### src/rtl/sm3_stream_hash.sv
// Streaming SM3 front end: packs 32-bit big-endian message words into 512-bit
// blocks, applies SM3 padding on the fly and chains an external sm3_CF core.
//
// state | meaning
// IDLE  | between messages, raises msg_ready next cycle
// LOAD  | accepting message words into the block buffer
// PAD   | writes the 0x80 marker (and the length if it fits)
// LEN   | builds the trailing length-only block
// COMP  | waits for sm3_CF, buffer and IV held stable
// DONE  | publishes the digest, restores the IV
module sm3_stream_hash #(
  parameter logic [255:0] IV_INIT = 256'h7380166f4914b2b9172442d7da8a0600a96f30bc163138aae38dee4db0fb0e4e,
  parameter int           LEN_W   = 64
) (
  input  logic         clk,
  input  logic         reset,
  input  logic [31:0]  msg_data,
  input  logic         msg_valid,
  input  logic         msg_last,
  input  logic [2:0]   msg_bytes,
  output logic         msg_ready,
  output logic         cf_start,
  output logic [255:0] cf_iv,
  output logic [511:0] cf_block,
  input  logic         cf_end,
  input  logic [255:0] cf_hash,
  output logic [255:0] hashValue,
  output logic         en_end
);

  typedef enum logic [2:0] {
    S_IDLE, S_LOAD, S_PAD, S_LEN, S_COMP, S_DONE
  } state_t;

  state_t             r_state;
  state_t             r_ret;
  logic [31:0]        r_w [16];
  logic [4:0]         r_widx;
  logic [LEN_W-1:0]   r_bitcnt;
  logic [2:0]         r_lbytes;
  logic               r_pend;

  logic [2:0]         w_in_bytes;
  logic [4:0]         w_last_idx;
  logic [4:0]         w_mark_idx;
  logic [31:0]        w_cur;
  logic [31:0]        w_mark_word;
  logic               w_accept;

  always_comb begin
    for (int i = 0; i < 16; i++) cf_block[511-32*i -: 32] = r_w[i];
  end

  // Out-of-range byte counts are treated as a full word.
  assign w_in_bytes = !msg_last ? 3'd4 : ((msg_bytes > 3'd4) ? 3'd4 : msg_bytes);
  assign w_accept   = msg_valid && msg_ready;
  assign w_last_idx = r_widx - 5'd1;
  assign w_mark_idx = (r_lbytes == 3'd4) ? r_widx : w_last_idx;
  assign w_cur      = r_w[w_last_idx[3:0]];

  always_comb begin
    w_mark_word = 32'h8000_0000;
    case (r_lbytes)
      3'd1:    w_mark_word = {w_cur[31:24], 24'h80_0000};
      3'd2:    w_mark_word = {w_cur[31:16], 16'h8000};
      3'd3:    w_mark_word = {w_cur[31:8],  8'h80};
      default: w_mark_word = 32'h8000_0000;
    endcase
  end

  always_ff @(posedge clk or negedge reset) begin
    if (!reset) begin
      r_state   <= S_IDLE;
      r_ret     <= S_LOAD;
      for (int i = 0; i < 16; i++) r_w[i] <= '0;
      r_widx    <= '0;
      r_bitcnt  <= '0;
      r_lbytes  <= '0;
      r_pend    <= 1'b0;
      msg_ready <= 1'b0;
      cf_start  <= 1'b0;
      cf_iv     <= IV_INIT;
      hashValue <= '0;
      en_end    <= 1'b0;
    end else begin
      en_end <= 1'b0;
      case (r_state)
        S_IDLE: begin
          msg_ready <= 1'b1;
          r_state   <= S_LOAD;
        end
        S_LOAD: begin
          if (w_accept) begin
            r_w[r_widx[3:0]] <= msg_data;
            r_widx           <= r_widx + 5'd1;
            r_bitcnt         <= r_bitcnt + LEN_W'({w_in_bytes, 3'b000});
            r_lbytes         <= w_in_bytes;
            if (msg_last) begin
              msg_ready <= 1'b0;
              r_state   <= S_PAD;
            end else if (r_widx == 5'd15) begin
              msg_ready <= 1'b0;
              cf_start  <= 1'b1;
              r_ret     <= S_LOAD;
              r_state   <= S_COMP;
            end
          end
        end
        S_PAD: begin
          cf_start <= 1'b1;
          r_state  <= S_COMP;
          if (w_mark_idx <= 5'd13) begin
            r_w[w_mark_idx[3:0]] <= w_mark_word;
            r_w[14]              <= r_bitcnt[63:32];
            r_w[15]              <= r_bitcnt[31:0];
            r_ret                <= S_DONE;
          end else if (w_mark_idx <= 5'd15) begin
            r_w[w_mark_idx[3:0]] <= w_mark_word;
            r_ret                <= S_LEN;
          end else begin
            // Full final block: the marker opens the length block instead.
            r_pend <= 1'b1;
            r_ret  <= S_LEN;
          end
        end
        S_LEN: begin
          r_w[0]   <= r_pend ? 32'h8000_0000 : 32'h0;
          r_w[14]  <= r_bitcnt[63:32];
          r_w[15]  <= r_bitcnt[31:0];
          r_pend   <= 1'b0;
          cf_start <= 1'b1;
          r_ret    <= S_DONE;
          r_state  <= S_COMP;
        end
        S_COMP: begin
          if (cf_end) begin
            cf_start <= 1'b0;
            cf_iv    <= cf_hash;
            for (int i = 0; i < 16; i++) r_w[i] <= '0;
            r_widx   <= '0;
            r_state  <= r_ret;
            if (r_ret == S_LOAD) msg_ready <= 1'b1;
          end
        end
        S_DONE: begin
          hashValue <= cf_iv;
          en_end    <= 1'b1;
          cf_iv     <= IV_INIT;
          r_bitcnt  <= '0;
          r_state   <= S_IDLE;
        end
        default: r_state <= S_IDLE;
      endcase
    end
  end

endmodule

### config.mk
export PLATFORM = sky130hd
export DESIGN_NAME = sm3_stream_hash
export DESIGN_NICKNAME = d
export VERILOG_FILES = /design/src/rtl/sm3_stream_hash.sv
export SDC_FILE = /design/constraint.sdc
export NUM_CORES = 2
export LEC_CHECK = 0
export BUFFER_PORTS_ARGS = -buffer_cell sky130_fd_sc_hd__clkbuf_2
export CAP_MARGIN = 20
export CORE_AREA = 5 5 519 521
export DETAILED_ROUTE_END_ITERATION = 8
export DIE_AREA = 0 0 524 526
export GPL_TIMING_DRIVEN = 0
export PLACE_DENSITY_LB_ADDON = 0.15
export SYNTH_ARGS = -nofsm -noshare
export SYNTH_HDL_FRONTEND = slang
export SYNTH_SLANG_ARGS = --single-unit
export TNS_END_PERCENT = 100
### constraint.sdc
create_clock -name clk -period 5 [get_ports clk]
set_input_delay 0.25 -clock clk [delete_from_list [all_inputs] [get_ports clk]]
set_output_delay 0.25 -clock clk [all_outputs]
set_load 0.01 [all_outputs]
# After elaboration in Yosys (flattened, before gate mapping)

Index checks and enable logic that the tools add are counted.

Add/subtract/negate cells: 3
Multiply operators: 0
Div/mod/pow operators: 0
Magnitude comparators: 8
Eq/ne operators: 20
Shift operators: 0
Muxes and demuxes: 53
Bitwise operators: 3
Reductions and logical operators: 25

Operator list:

| operator                                             | count |
|---|---|
| 2-to-1 mux 512 bit                                   | 4 |
| one-hot mux 416 bit (3 select lines)                 | 1 |
| bitwise mux 512 bit                                  | 2 |
| one-hot mux 256 bit (2 select lines)                 | 1 |
| demux 32 bit (select 4 bit)                          | 2 |
| 2-to-1 mux 256 bit                                   | 1 |
| one-hot mux 64 bit (4 select lines)                  | 1 |
| 2-to-1 mux 32 bit                                    | 5 |
| binary-select mux 32 bit (select 4 bit)              | 1 |
| one-hot mux 32 bit (4 select lines)                  | 1 |
| one-hot mux 64 bit (2 select lines)                  | 1 |
| one-hot mux 32 bit (3 select lines)                  | 1 |
| adder 64 x 6 -> 64 bit                               | 1 |
| 2-to-1 mux 64 bit                                    | 1 |
| 2-to-1 mux 3 bit                                     | 10 |
| >= comparator 5 bit (second input constant)          | 3 |
| 2-to-1 mux 5 bit                                     | 3 |
| NOT 4 -> 5 bit                                       | 3 |
| inequality test 2 bit (second input constant)        | 7 |
| equality test 3 x 2 -> 1 bit (second input constant) | 4 |
| 2-to-1 mux 1 bit                                     | 12 |
| one-hot mux 3 bit (4 select lines)                   | 1 |
| AND reduction 4 bit                                  | 3 |
| nonzero test 3 bit                                   | 4 |
| 21 further kinds                                     | 39 |

Register bits: 1106
Latch bits: 0
RAM bits: 0
Memory bits (read-only): 0
Input bits: 296
Output and inout bits: 1027
Logic and storage cells: 139
Memories kept: 0

# Logic depth before layout (Yosys ltp)

Depth after elaboration: 11
Gate-level depth with buffers: 18
Mapped depth without buffers: 10

# Worst setup path after synthesis

OpenSTA, ideal clock, no wires.

Path type: flip-flop to flip-flop
Start point: register r_widx[0]
End point: register r_w, in the netlist cf_block[503]
Setup time: 0.141 ns
Arrival: 3.538 ns
Required time: 4.859 ns
Setup slack: 1.321 ns
Cell stages (with the launch flop): 17
Path buffers: 9
Clock period less this slack: 3.679 ns
Path through: dfrtp_1 buf_2 buf_6 buf_6 buf_6 buf_2 inv_1 ha_1 buf_4 buf_4 buf_1 mux4_2 mux2i_1 nor2_1 o31ai_2 buf_2 o221ai_1

Longest elaborated chain between the ends: 11
Elaborated cells on any way between the ends: 29
Classes of those cells: 1 x add/sub; 6 x order compare; 1 x eq/ne; 15 x mux; 3 x bitwise; 3 x reduce/logical

RTL lines:

| what                                                                                     | line     | RTL |
|---|---|---|
| from (decl)                                                                              | 38       | `logic [4:0] r_widx;` |
| from (signal assigned)                                                                   | 95       | `r_widx <= r_widx + 5'd1;` |
| subtractor 5 x 1 -> 5 bit                                                                | 57       | `assign w_last_idx = r_widx - 5'd1;` |
| 2-to-1 mux 5 bit                                                                         | 58       | `assign w_mark_idx = (r_lbytes == 3'd4) ? r_widx : w_last_idx;` |
| NOT 4 -> 5 bit (not written as such)                                                     | 113, 118 |  |
| >= comparator 5 bit (not written as such) or < comparator 5 x 1 -> 1 bit (tied branches) | 113, 118 |  |
| logical AND 1 bit (not written as such)                                                  | 113, 118 |  |
| 2-to-1 mux 32 bit (not written as such)                                                  | 113, 118 |  |
| demux 32 bit (select 4 bit)                                                              | 113, 118 |  |
| bitwise mux 512 bit                                                                      | 113, 118 |  |
| 2-to-1 mux 512 bit                                                                       | 117      | `end else if (w_mark_idx <= 5'd15) begin` |
| 2-to-1 mux 512 bit                                                                       | 112      | `if (w_mark_idx <= 5'd13) begin` |
| one-hot mux 32 bit (4 select lines)                                                      | 87       | `case (r_state)` |
| to (signal, indexed assignment)                                                          | 94       | `r_w[r_widx[3:0]] <= msg_data;` |
| to (signal, indexed assignment)                                                          | 113      | `r_w[w_mark_idx[3:0]] <= w_mark_word;` |
| to (signal, indexed assignment)                                                          | 118      | `r_w[w_mark_idx[3:0]] <= w_mark_word;` |
| to (decl)                                                                                | 37       | `logic [31:0] r_w [16];` |

Parallel ways exist; a longest one is shown, timed or not. The select of a mux whose other input is x is not followed.
A chain may end at the register's enable or synchronous reset.

# Final worst setup path

Start point: register r_widx[0]
End point: register r_w, in the netlist cf_block[475]

Longest elaborated chain between the ends: 11
Elaborated cells on any way between the ends: 29
Classes of those cells: 1 x add/sub; 6 x order compare; 1 x eq/ne; 15 x mux; 3 x bitwise; 3 x reduce/logical

RTL lines:

| what                                                                                     | line |
|---|---|
| subtractor 5 x 1 -> 5 bit                                                                | 57 |
| 2-to-1 mux 5 bit                                                                         | 58 |
| NOT 4 -> 5 bit (not written as such)                                                     | 113, 118 |
| >= comparator 5 bit (not written as such) or < comparator 5 x 1 -> 1 bit (tied branches) | 113, 118 |
| logical AND 1 bit (not written as such)                                                  | 113, 118 |
| 2-to-1 mux 32 bit (not written as such)                                                  | 113, 118 |
| demux 32 bit (select 4 bit)                                                              | 113, 118 |
| bitwise mux 512 bit                                                                      | 113, 118 |
| 2-to-1 mux 512 bit                                                                       | 117 |
| 2-to-1 mux 512 bit                                                                       | 112 |
| one-hot mux 416 bit (3 select lines)                                                     | 87 |

Parallel ways exist; a longest one is shown, timed or not. The select of a mux whose other input is x is not followed.

==> results.yml <==
outcome:
  status: "finished, violations left"
  failed_checks: "setup timing"
logic_synthesis:
  syn-num-nets: 4616
  synthDistinctLibCells: 85
  postSynthRegisterBits: 1102
  post_synth.cell_area_avg_sq_um: 11.15
  share_of_synthesized_registers_carrying_an_async_set_or_reset: 1.000
  synth_edf_count: 0
  ys_dominant_reg_cell: "dfrtp_1"
  postSynthCellCount: 4311
  synth-seq-area-share: 0.5770
  yosysWarningCount: 0
  synthesis.area_sq_um: 48050
grt:
  layer_carrying_the_most_global_route_usage: "met2"
  grt_antenna_before_repair: 75
  gr-usage-all-layers: 0.2374
  globalRoute.totalOverflow: 0
  number_of_global_route_vias_before_repair: 47560
  pin_count_of_the_biggest_net_entering_global_routing: 103
  met1_usage: 0.2760
  wire_length_of_the_first_global_routing_pass_um: 449200
  use_met2: 0.4084
  grt.met3_usage: 0.05394
power_and_ir_drop:
  p_per_area_nw_per_um2: 753.7
  ir_worst_vdd_mv: 0.4019
  sum_of_internal_switching_and_leakage_power_w: 0.05142
  leakage_nw: 31.65
layout:
  area.growth.synth_to_final_pct: 41.97
  finish.instance_area_sq_um: 68220
  net_count_of_the_finished_layout: 6423
  most_common_library_cell_in_the_layout_ignoring_fill_and_taps: "clkbuf_2"
  final_cell_mix: "1333 x clkbuf_2, 1123 x nand2_1, 983 x dfrtp_1, 288 x dlygate4sd3_1, 283 x o221ai_1"
  layout-drive-gt1-share: 0.3341
  area_occupied_by_multi_input_gates_sq_um: 18740
  area.sequential_sq_um: 27730
  fill_cells: 28490
clocking:
  insertion_delay_ns: 0.82
  root_buffer: "clkbuf_16"
  clkSlewWorstSetupHoldPaths_ns: 0.06
  tritoncts_clock_tree: "done"
  cts_max_path_buffers: 3
  cts_htree_levels: 4
  tritoncts.num_buffers: 144
  cts.sink_count: 1102
drt:
  wire_per_inst_um: 34.74
  vias_per_cell: 4.813
  detail_route.drc_violations: 0
  dr_total_vias: 47200
  ant_nets: 0
  routed_wire_length_um: 340600
  first_pass_iters: 5
  drt_first_iter_violations: 4460
die:
  core_sq_um: 264100
  num_rows: 189
  die_width_um: 524
  chipHeight_um: 526
  floorplan.initialDensity: 0.1819
  top_ports: 1323
  die_area_sq_um: 275600
timing:
  max_freq_mhz: 199.9
  grt_setup_unrepaired: "yes"
  timing.final.crit_share: 1.000
  finalSetupTns_ns: -0.001290
  timing.final.hold_violations: 0
  pins_over_slew_limit: 0
  finalWorstSetupSlack_ns: -0.001290
  final.hold.worst_slack_ns: 0.1037
  finalCriticalPeriod_ns: 5.001
  finalSetupViolCount: 1
  finClkSkew_ns: 0.04765
  slew_headroom: 0.2108
  worstMarginPinSlew_ns: 1.184
placed_design:
  gp_congestion: 0.9347
  post_dp_cell_area_sq_um: 59910
  dp.final_hpwl_um: 276800
  numPortBuffers: 1315
worst_setup_path:
  path_class: "reg2reg"
  critPathLaunchType: "register"
  timing.critical_path.fanout_max: 10
  critPathRequiredTime_ns: 5.62
  timing.critical_path.to_type: "register"
  arrival_ns: 5.62
min_path:
  hold_class: "in2reg"
run:
  drv.max_cap_violation_count: 0
worst paths after layout:
kind	start	to	slack (ns)	cells past startpoint
hold reg to reg	hashValue[191]$_DFFE_PN0P_	hashValue[191]$_DFFE_PN0P_	0.47	2
setup reg to reg	r_widx[0]$_DFFE_PN0P_	cf_block[475]$_DFFE_PN0P_	-0.001	17
setup / recovery	r_widx[0]$_DFFE_PN0P_	cf_block[475]$_DFFE_PN0P_	-0.001	17
max in group asynchronous	reset	cf_iv[184]$_DFFE_PN1P_	1.64	8
hold / removal	msg_valid	r_widx[4]$_DFFE_PN0P_	0.10	4
min in group asynchronous	reset	cf_block[261]$_DFFE_PN0P_	0.50	3
area by class of cell:
cell class              count  share of cell area
diodes                     34            0.001247
clock inverters            35            0.008125
flip-flops and latches   1102              0.4064
repair buffers           1662              0.1522
clock buffers             231             0.06339
plain buffers             398             0.02826
well taps                3533             0.06480
multi-input cells        2794              0.2746
inverters                  16           0.0008804
sequential cells by signal, summed over array words and instances, names as in the netlist:
| register | flops |
|---|---|
| cf_iv | 256 |
| hashValue | 256 |
| msg_ready | 1 |
| en_end | 1 |
| r_lbytes | 3 |
| cf_start | 1 |
| r_ret | 2 |
| r_widx | 5 |
| r_pend | 1 |
| r_bitcnt | 61 |
| r_state | 3 |
| cf_block | 512 |
cells by family after synthesis:
group / Yosys count / synth area share
AND/OR/NAND/NOR: 1503 / 0.1324
flip-flops: 1102 / 0.5770
AO/OA/AOI/OAI: 1087 / 0.1845
buffers and inverters: 415 / 0.03867
multiplexers: 141 / 0.05499
XOR/XNOR: 54 / 0.009999
adder cells (fa/ha/maj): 9 / 0.002500
synthesized netlist by cell type, types with 11 or more instances:
cell | number | share of area
a22o_1 | 245 | 0.045
o21ai_1 | 11 | 0.0011
a211oi_1 | 17 | 0.0027
a221o_1 | 20 | 0.0042
a21o_1 | 18 | 0.0028
a32o_1 | 18 | 0.0037
nand3_1 | 65 | 0.0068
or2_2 | 15 | 0.0020
buf_6 | 15 | 0.0035
a21oi_1 | 45 | 0.0047
buf_4 | 15 | 0.0023
o221ai_1 | 284 | 0.052
dfrtp_1 | 983 | 0.51
nand4_1 | 34 | 0.0044
mux2i_1 | 30 | 0.0062
xor2_1 | 42 | 0.0077
o2bb2ai_1 | 11 | 0.0020
or3_1 | 11 | 0.0014
o221ai_2 | 19 | 0.0059
o21ai_0 | 146 | 0.015
nand2b_1 | 15 | 0.0020
mux4_2 | 96 | 0.045
nor3_1 | 18 | 0.0019
clkbuf_1 | 247 | 0.019
nand2_1 | 1139 | 0.089
o211ai_1 | 17 | 0.0027
buf_2 | 105 | 0.011
xnor2_1 | 11 | 0.0020
dfstp_2 | 119 | 0.065
and2_1 | 11 | 0.0014
nor2_1 | 104 | 0.0081
o22a_1 | 132 | 0.024
and3_1 | 12 | 0.0016
mux2_2 | 14 | 0.0033
buf_1 | 17 | 0.0013
nor2b_1 | 22 | 0.0029
inv_1 | 15 | 0.0012
a32oi_1 | 46 | 0.0084
power by group:
group / leakage, nW / internal [W] / switching [W]
sequential: 13.9 / 0.0125 / 0.00432
clock: 2.37 / 0.00634 / 0.00453
combinational: 15.4 / 0.00810 / 0.0156
total: 31.7 / 0.0270 / 0.0245
critical path, stage by stage (launching register included):
cell      delay [ns]
dfrtp_1         0.39
buf_2           0.27
buf_6           0.25
buf_8           0.25
buf_6           0.27
buf_8           0.25
inv_1           0.12
ha_4            0.38
buf_6           0.25
buf_6           0.26
buf_6           0.27
buf_8           0.25
mux4_2          0.39
mux2i_1         0.27
a21oi_1         0.25
nand2_2         0.22
buf_4           0.25
o221ai_1        0.16
timing repair:
| action | in CTS | in global routing |
|---|---|---|
| buffers inserted | 5 | 8 |
| endpoints found under the hold margin | 546 | 0 |
| hold buffers | 289 | 0 |
| resized for setup | 67 | 45 |
| endpoints found under the setup margin | 496 | 177 |
| pin swaps | 1 | 3 |
routing by layer:
metal	part of all wire	routed length (um)	up-vias
met5	0.00074	253	-
met1	0.38	128300	24520
met2	0.49	167200	2526
li1	-	-	19520
met4	0.059	20160	46
met3	0.072	24580	581
metrics by stage:
stage	std cells	setup WS, ns	util
4_1_cts	9763	0.006060	0.2572
3_5_place_dp	9203	-1.671	0.2268
6_report	9805	-0.001290	0.2583
5_1_grt	9791	-0.01952	0.2581
2_1_floorplan	4311	1.321	-
3_3_place_gp	9159	-26.86	0.2236
Power figures use the tool's default switching activity.
